<file path="config.mk">
export PLATFORM = sky130hd
export DESIGN_NAME = ma_mem_ctrl_rv32
export DESIGN_NICKNAME = d
export VERILOG_FILES = /design/src/rtl/ma_mem_ctrl_rv32.sv
export SDC_FILE = /design/constraint.sdc
export NUM_CORES = 1
export LEC_CHECK = 0
export ABC_AREA = 0
export CAP_MARGIN = 30
export CORE_ASPECT_RATIO = 0.6
export CORE_MARGIN = 2
export CORE_UTILIZATION = 41
export DETAILED_ROUTE_END_ITERATION = 12
export PLACE_DENSITY = 0.76
export RECOVER_POWER = 25
export SYNTH_ARGS = -nofsm -noshare
export SYNTH_HDL_FRONTEND = slang
export SYNTH_SLANG_ARGS = --single-unit
</file>
<file path="constraint.sdc">
create_clock -name iCLK -period 3.8 [get_ports iCLK]
set_input_delay 0.38 -clock iCLK [delete_from_list [all_inputs] [get_ports iCLK]]
set_output_delay 0.38 -clock iCLK [all_outputs]
set_load 0.005 [all_outputs]
</file>
<file path="src/rtl/ma_mem_ctrl_rv32.sv">
// ma_mem_ctrl_rv32: RV32I memory-access stage sequencer.
// Drives a req/gnt/rvalid data bus with byte lanes, stalls the pipeline
// until the access completes, and returns extended load data to writeback.
// Non-memory instructions pass through with one register of latency.
// Optional build macro MA_MISALIGN_TRAP_EN: misaligned H/W accesses are
// trapped via oMisalign instead of being force-aligned.
module ma_mem_ctrl_rv32 #(
    parameter int unsigned TIMEOUT_CYCLES = 255
) (
    input  logic        iCLK,
    input  logic        iRST,
    input  logic        iMEM,
    input  logic        iRW,
    input  logic [2:0]  iFUNCT3,
    input  logic [31:0] iADDR,
    input  logic [31:0] iWDATA,
    input  logic [4:0]  iDregADDR,
    input  logic [31:0] iDregDATA,
    output logic        oStallD,
    output logic [4:0]  oDregADDR,
    output logic [31:0] oDregDATA,
    output logic        oDregWE,
    output logic        oErr,
    output logic        oBusREQ,
    output logic        oBusWE,
    output logic [31:0] oBusADDR,
    output logic [3:0]  oBusBE,
    output logic [31:0] oBusWDATA,
    input  logic        iBusGNT,
    input  logic        iBusRVALID,
    input  logic [31:0] iBusRDATA
`ifdef MA_MISALIGN_TRAP_EN
    ,
    output logic        oMisalign
`endif
);

    typedef enum logic [1:0] {IDLE, REQ, WAIT_RD, DONE} stateT;
    typedef enum logic [1:0] {SZ_B, SZ_H, SZ_W} sizeT;

    stateT       state;
    stateT       stateNext;

    // Request decode (combinational from the stage inputs)
    sizeT        reqSize;
    logic        reqUnsigned;
    logic [1:0]  alignOff;
    logic [3:0]  reqBe;
    logic [31:0] reqWdata;

    // Operation latched at the start of an access
    logic        isLoadQ;
    sizeT        sizeQ;
    logic        unsignedQ;
    logic [1:0]  offQ;
    logic [4:0]  rdQ;

    logic [7:0]  cnt;
    logic        cntHit;
    logic        completeNow;
    logic        loadCapture;
    logic        timeoutNow;
    logic [31:0] shifted;
    logic [31:0] loadData;

    // Decode size/sign from funct3 and compute aligned offset, lanes and store data
    always_comb begin
        reqSize     = SZ_W;
        reqUnsigned = 1'b0;
        alignOff    = 2'b00;
        reqBe       = 4'b1111;
        reqWdata    = iWDATA;
        if (iRW) begin
            case (iFUNCT3)
                3'b000:  reqSize = SZ_B;
                3'b001:  reqSize = SZ_H;
                3'b100: begin
                    reqSize     = SZ_B;
                    reqUnsigned = 1'b1;
                end
                3'b101: begin
                    reqSize     = SZ_H;
                    reqUnsigned = 1'b1;
                end
                default: reqSize = SZ_W;
            endcase
        end else begin
            case (iFUNCT3)
                3'b000:  reqSize = SZ_B;
                3'b001:  reqSize = SZ_H;
                default: reqSize = SZ_W;
            endcase
        end
        case (reqSize)
            SZ_B: begin
                alignOff = iADDR[1:0];
                reqBe    = 4'b0001 << iADDR[1:0];
                reqWdata = {4{iWDATA[7:0]}};
            end
            SZ_H: begin
                alignOff = {iADDR[1], 1'b0};
                reqBe    = 4'b0011 << {iADDR[1], 1'b0};
                reqWdata = {2{iWDATA[15:0]}};
            end
            default: begin
                alignOff = 2'b00;
                reqBe    = 4'b1111;
                reqWdata = iWDATA;
            end
        endcase
    end

`ifdef MA_MISALIGN_TRAP_EN
    logic reqMisalign;

    // Flag halfword accesses on odd bytes and word accesses off a word boundary
    always_comb begin
        reqMisalign = 1'b0;
        case (reqSize)
            SZ_H:    reqMisalign = iADDR[0];
            SZ_W:    reqMisalign = (iADDR[1:0] != 2'b00);
            default: reqMisalign = 1'b0;
        endcase
    end
`endif

    // Extract and extend the addressed field of the returned read word
    always_comb begin
        shifted  = iBusRDATA >> {offQ, 3'b000};
        loadData = shifted;
        case (sizeQ)
            SZ_B:    loadData = unsignedQ ? {24'b0, shifted[7:0]}
                                          : {{24{shifted[7]}}, shifted[7:0]};
            SZ_H:    loadData = unsignedQ ? {16'b0, shifted[15:0]}
                                          : {{16{shifted[15]}}, shifted[15:0]};
            default: loadData = shifted;
        endcase
    end

    // Next-state, completion/timeout detection and pipeline stall
    always_comb begin
        stateNext   = state;
        oStallD     = 1'b0;
        completeNow = 1'b0;
        loadCapture = 1'b0;
        timeoutNow  = 1'b0;
        cntHit      = ((cnt + 8'd1) == TIMEOUT_CYCLES[7:0]);
        case (state)
            IDLE: begin
                if (iMEM) begin
                    oStallD = 1'b1;
`ifdef MA_MISALIGN_TRAP_EN
                    if (reqMisalign) stateNext = DONE;
                    else             stateNext = REQ;
`else
                    stateNext = REQ;
`endif
                end
            end
            REQ: begin
                oStallD     = 1'b1;
                completeNow = iBusGNT && (!isLoadQ || iBusRVALID);
                loadCapture = iBusGNT && isLoadQ && iBusRVALID;
                timeoutNow  = !completeNow && cntHit;
                if (completeNow || timeoutNow) stateNext = DONE;
                else if (iBusGNT)              stateNext = WAIT_RD;
            end
            WAIT_RD: begin
                oStallD     = 1'b1;
                completeNow = iBusRVALID;
                loadCapture = iBusRVALID;
                timeoutNow  = !completeNow && cntHit;
                if (completeNow || timeoutNow) stateNext = DONE;
            end
            DONE: begin
                stateNext = IDLE;
            end
            default: stateNext = IDLE;
        endcase
        // Reset releases the stall immediately, independent of the clock
        if (iRST) oStallD = 1'b0;
    end

    // State register
    always_ff @(posedge iCLK or posedge iRST) begin
        if (iRST) state <= IDLE;
        else      state <= stateNext;
    end

    // Bus outputs, writeback registers, latched op and timeout counter
    always_ff @(posedge iCLK or posedge iRST) begin
        if (iRST) begin
            oBusREQ   <= 1'b0;
            oBusWE    <= 1'b0;
            oBusADDR  <= '0;
            oBusBE    <= '0;
            oBusWDATA <= '0;
            oDregADDR <= '0;
            oDregDATA <= '0;
            oDregWE   <= 1'b0;
            oErr      <= 1'b0;
            isLoadQ   <= 1'b0;
            sizeQ     <= SZ_B;
            unsignedQ <= 1'b0;
            offQ      <= '0;
            rdQ       <= '0;
            cnt       <= '0;
`ifdef MA_MISALIGN_TRAP_EN
            oMisalign <= 1'b0;
`endif
        end else begin
            oErr <= 1'b0;
`ifdef MA_MISALIGN_TRAP_EN
            oMisalign <= 1'b0;
`endif
            case (state)
                IDLE: begin
                    if (iMEM) begin
                        isLoadQ   <= iRW;
                        sizeQ     <= reqSize;
                        unsignedQ <= reqUnsigned;
                        offQ      <= alignOff;
                        rdQ       <= iDregADDR;
                        cnt       <= '0;
                        oDregWE   <= 1'b0;
`ifdef MA_MISALIGN_TRAP_EN
                        if (reqMisalign) begin
                            oMisalign <= 1'b1;
                        end else begin
                            oBusREQ   <= 1'b1;
                            oBusWE    <= !iRW;
                            oBusADDR  <= {iADDR[31:2], 2'b00};
                            oBusBE    <= reqBe;
                            oBusWDATA <= reqWdata;
                        end
`else
                        oBusREQ   <= 1'b1;
                        oBusWE    <= !iRW;
                        oBusADDR  <= {iADDR[31:2], 2'b00};
                        oBusBE    <= reqBe;
                        oBusWDATA <= reqWdata;
`endif
                    end else begin
                        oDregADDR <= iDregADDR;
                        oDregDATA <= iDregDATA;
                        oDregWE   <= 1'b1;
                    end
                end
                REQ, WAIT_RD: begin
                    if (state == REQ && iBusGNT) oBusREQ <= 1'b0;
                    if (completeNow) begin
                        oDregADDR <= rdQ;
                        if (loadCapture) begin
                            oDregDATA <= loadData;
                            oDregWE   <= (rdQ != 5'd0);
                        end
                    end else if (timeoutNow) begin
                        oBusREQ   <= 1'b0;
                        oDregDATA <= '0;
                        oDregWE   <= 1'b0;
                        oErr      <= 1'b1;
                    end else begin
                        cnt <= cnt + 8'd1;
                    end
                end
                DONE: begin
                    // The completed op is still on the inputs this cycle; do not pass it through
                    oDregWE <= 1'b0;
                end
                default: ;
            endcase
        end
    end

endmodule

</file>
==> summary by stage <==
Flow run
Max-cap violations in this run came to 1.

Drt
The number of vias in the routed layout is 6,279. The pre-antenna-repair detailed-routing pass consisted of 5 iterations. Dividing the detail-routed via count by the number of cells gives 5.24. After detailed routing, the total wire length is 21,800 µm. In the final routed layout, each cell accounts on average for 18.2 µm. The first-iteration detailed-routing DRC count is 534. The count of nets left with antenna violations once routing finished came out at 0. In the routed design, unresolved DRC markers number 0.

Final layout
The filler cell count is 1,421. The share of layout cells above drive strength 1 is 0.0990. The number of antenna cells inserted is 0. The final instance area is 0.0101 mm². The net count of the finished layout is 1,105. Measured on the finished design, the core utilization comes to 0.618. For this run, the number of standard cells in the final layout without fillers is 1,198. The signed area change from the synthesized netlist to the final layout is 47.1%.

Place
The area of placed instances is 0.00953 mm². The global placer's final weighted congestion is 0.888. Before CTS, the worst setup slack after placement is 0.849 ns. The detailed placer's ending HPWL is 15,800 µm. The count of buffers added on input and output ports is 249. The post-placement cell count is 1,166.

Worst setup path
The worst setup path is of the flop to output port kind. The setup check on the worst reg-to-reg path leaves a slack of 0.97 ns. The signal on the critical path passes through inv_1 -> ha_1 -> buf_4 -> inv_1 -> buf_4 -> a211oi_1 -> clkdlybuf4s50_1. The delay contributed by the slowest stage of the critical path is 0.58 ns. The largest individual stage delay along the critical path comes from the cell sky130_fd_sc_hd__clkdlybuf4s50_1. The highest fanout seen on the critical path is 38. The depth of the worst register-to-register path is 9. STA puts the critical path data required time at 3.42 ns. For the worst setup path, the data arrival time is 2.61 ns. The kind of start point of the critical path is a flop. The worst setup path is captured at an output port. The critical path starts at state[0]$_DFFE_PP0P_. The startpoint identified for the worst register-to-register timing path is state[0]$_DFFE_PP0P_.

Floorplanning
Pin placement for this block handled 252 I/O pins. From bottom edge to top edge, the die measures 104 µm. The floorplan step defined a core boundary enclosing 0.0163 mm².

The count of standard-cell rows is 36. The initial standard-cell utilization of the core is 0.420. From left edge to right edge, the die measures 171 µm.

The die area is 0.0178 mm².

Timing
The worst setup margin is 0.810 ns. The final number of max-transition violations is 85. The final worst-path cycle share is 0.787. Setup violations remaining at the end of the flow were counted as 0. Setup repair after global routing left no endpoint under its margin. The worst pin sits at a relative slew slack of -0.234. Between clock sinks in the finished design, the worst skew comes to 0.0151 ns.

The number of hold violations in the final report is 0. Timing would allow up to 0.334 GHz. At the pin with the least slew margin, the transition time is 1.85 ns. Subtracting the final worst setup slack from the clock period gives 2.99 ns.

In the final timing run, aggregate negative setup slack is 0 ns.

Synth
Yosys printed 0 warnings. The netlist uses 69 different library cells. The share of the Yosys chip area taken by registers is 0.468.

The leading register cell type out of synthesis is sky130_fd_sc_hd__dfrtp_1. The synthesized design contains 0 enable-type register cells. A synthesized cell averages 9.49 µm². Synthesis handed over a netlist of 722 instances.

After synthesis the netlist holds a flip-flop and latch count of 128. Summing every instance area after synthesis gives 0.00685 mm². The share of async-settable or async-resettable flops after synthesis is 1.00.

Global routing
The number of global-route vias before repair is 6,290. Entering global routing, the biggest net connects 92 pins. The first-pass GRT wire length is 34,500 µm. The total routing usage reported by global routing is 0.249.

The number of antenna violations at the first check in global routing came to 0. The global-route congestion overflow total is 0.

Clock tree
TritonCTS built the clock tree. Clock-pin slew was measured on the worst setup and hold paths at 0.06 ns. Buffers inserted to repair hold after CTS numbered 0. The number of H-tree levels is 4. The maximum clock path buffer count is 2. The post-cts sizing count is 0. The clock tree root driver cell is sky130_fd_sc_hd__clkbuf_16. The number of sinks driven by the clock tree is 128.

The number of clock buffers added by TritonCTS is 17. The setup fix buffers added after clock tree synthesis is 0. The latest clock arrival within the worst-skew pair is 0.41 ns.

Outcome
The checks that failed: max-capacitance violations, max-slew violations. The flow ran to the end, but the final reports show violations.

Worst hold path
The number of stages on the worst hold path is 2. The tightest min-delay check is of the flop to flop type. The start point of the worst hold path is oBusADDR[27]$_DFFE_PP0P_.

Power
The leakage power summed over all cells is 4.34 nW. For this design the ratio of total power to cell area is 846 mW/mm². IR analysis of the VDD net gives a maximum drop of 0.000451 V.
[cell type report]
type | instances | area, µm² | share of cell area
Clock buffer | 18 | 429 | 0.0426
Clock inverter | 14 | 133 | 0.0132
Inverter | 19 | 75.1 | 0.00745
Multi-Input combinational cell | 528 | 3360 | 0.333
Sequential cell | 128 | 3200 | 0.318
Tap cell | 228 | 285 | 0.0283
Timing Repair Buffer | 263 | 2590 | 0.258
[per-stage QoR]
stage               hold slack (ns)  power, mW
finish                        0.472       8.52
CTS                           0.478       8.53
floorplan                     0.451       4.99
detailed placement            0.461       6.91
global placement              0.456       6.82
global route                  0.493       9.09
[worst max-delay path: cells and delay by family, from the launching register on]
kind            cells  cell delay (ns)
compound gates      1             0.26
fa+ha+maj           1             0.31
buf+inv             5             1.22
flops               1             0.42
[metal layers]
| metal | vias to the layer above | global-route usage | share of wire | wire (µm) |
|---|---|---|---|---|
| met1 | 3021 | 0.366 | 0.49 | 10600 |
| li1 | 2992 | - | - | - |
| met3 | 11 | 0.0803 | 0.087 | 1900 |
| met5 | - | 0 | 0 | 0 |
| met2 | 255 | 0.357 | 0.42 | 9140 |
| met4 | 0 | 0.0539 | 0.0071 | 155 |
[state kept, by name, indices dropped and copies added, names as in the netlist]
name,flops
oDregWE,1
oBusBE,4
oBusADDR,30
unsignedQ,1
oDregDATA,32
oDregADDR,5
rdQ,5
sizeQ,2
oBusWE,1
offQ,2
cnt,8
oBusWDATA,32
isLoadQ,1
oErr,1
state,2
oBusREQ,1
[where the power goes]
group	switching, mW	leakage, nW	internal [mW]	total, mW
logic	2.21	2.49	2.32	4.53
clock network	0.668	0.268	0.910	1.58
registers	0.406	1.58	2.01	2.41
total	3.28	4.34	5.24	8.52
[synth_stat cells, types with 7 or more instances]
cell                        count  share of area
sky130_fd_sc_hd__nand3_1       11         0.0080
sky130_fd_sc_hd__mux2_4        13          0.028
sky130_fd_sc_hd__nor2b_1        9         0.0082
sky130_fd_sc_hd__nand2_1      201           0.11
sky130_fd_sc_hd__a211oi_1      16          0.018
sky130_fd_sc_hd__a221oi_1       7         0.0090
sky130_fd_sc_hd__mux2i_1       47          0.069
sky130_fd_sc_hd__o2111ai_1      7         0.0090
sky130_fd_sc_hd__o2bb2ai_1      8          0.010
sky130_fd_sc_hd__o21ai_0       58          0.042
sky130_fd_sc_hd__clkbuf_1      30          0.016
sky130_fd_sc_hd__a2bb2oi_2     10          0.022
sky130_fd_sc_hd__dfrtp_1      128           0.47
sky130_fd_sc_hd__nor2_1        33          0.018
sky130_fd_sc_hd__a21oi_1        9         0.0066
sky130_fd_sc_hd__buf_2          8         0.0058
sky130_fd_sc_hd__mux2_2        10          0.016
sky130_fd_sc_hd__inv_1         19          0.010
[logic make-up after synthesis]
kind of cell,after synthesis,synth area share
AOI/OAI and AO/OA,158,0.174
adders and majority gates,6,0.0110
buffers and inverters,67,0.0448
DFF,128,0.468
muxes,72,0.120
other,1,0.000548
and+or+nand+nor,290,0.182
[worst paths after layout]
check	to
setup / recovery	oStallD
setup reg to reg	oDregDATA[18]$_DFFE_PP0P_
hold / removal	oBusADDR[27]$_DFFE_PP0P_
hold reg to reg	oBusADDR[27]$_DFFE_PP0P_
max in group asynchronous	oDregDATA[0]$_DFFE_PP0P_
min in group asynchronous	oBusWDATA[15]$_DFFE_PP0P_
[cells in the final DEF, fill, tap and decap left out, types with 3 or more instances in the layout]
| master | Yosys | final |
|---|---|---|
| sky130_fd_sc_hd__a211oi_1 | 16 | 16 |
| sky130_fd_sc_hd__nand3_1 | 11 | 11 |
| sky130_fd_sc_hd__inv_1 | 19 | 18 |
| sky130_fd_sc_hd__o21ai_0 | 58 | 58 |
| sky130_fd_sc_hd__mux2_2 | 10 | 10 |
| sky130_fd_sc_hd__inv_6 | 0 | 4 |
| sky130_fd_sc_hd__clkdlybuf4s50_1 | 0 | 248 |
| sky130_fd_sc_hd__a2bb2oi_1 | 6 | 6 |
| sky130_fd_sc_hd__clkinv_4 | 0 | 4 |
| sky130_fd_sc_hd__o22ai_1 | 4 | 4 |
| sky130_fd_sc_hd__mux2i_1 | 47 | 47 |
| sky130_fd_sc_hd__clkinvlp_4 | 0 | 4 |
| sky130_fd_sc_hd__and3_1 | 5 | 5 |
| sky130_fd_sc_hd__clkbuf_16 | 0 | 17 |
| sky130_fd_sc_hd__o2111ai_1 | 7 | 7 |
| sky130_fd_sc_hd__buf_4 | 3 | 13 |
| sky130_fd_sc_hd__dfrtp_1 | 128 | 128 |
| sky130_fd_sc_hd__nand4_1 | 3 | 3 |
| sky130_fd_sc_hd__o2bb2ai_1 | 8 | 8 |
| sky130_fd_sc_hd__a221oi_1 | 7 | 7 |
| sky130_fd_sc_hd__ha_1 | 6 | 6 |
| sky130_fd_sc_hd__a2bb2oi_2 | 10 | 10 |
| sky130_fd_sc_hd__a31oi_1 | 6 | 6 |
| sky130_fd_sc_hd__nand2_1 | 201 | 200 |
| sky130_fd_sc_hd__or4_1 | 4 | 4 |
| sky130_fd_sc_hd__nor2b_1 | 9 | 9 |
| sky130_fd_sc_hd__a21oi_1 | 9 | 8 |
| sky130_fd_sc_hd__mux2_4 | 13 | 13 |
| sky130_fd_sc_hd__nand2b_1 | 5 | 5 |
| sky130_fd_sc_hd__and2_1 | 4 | 3 |
| sky130_fd_sc_hd__nor2_1 | 33 | 33 |
Note: power is estimated with default switching activity, not from simulation.
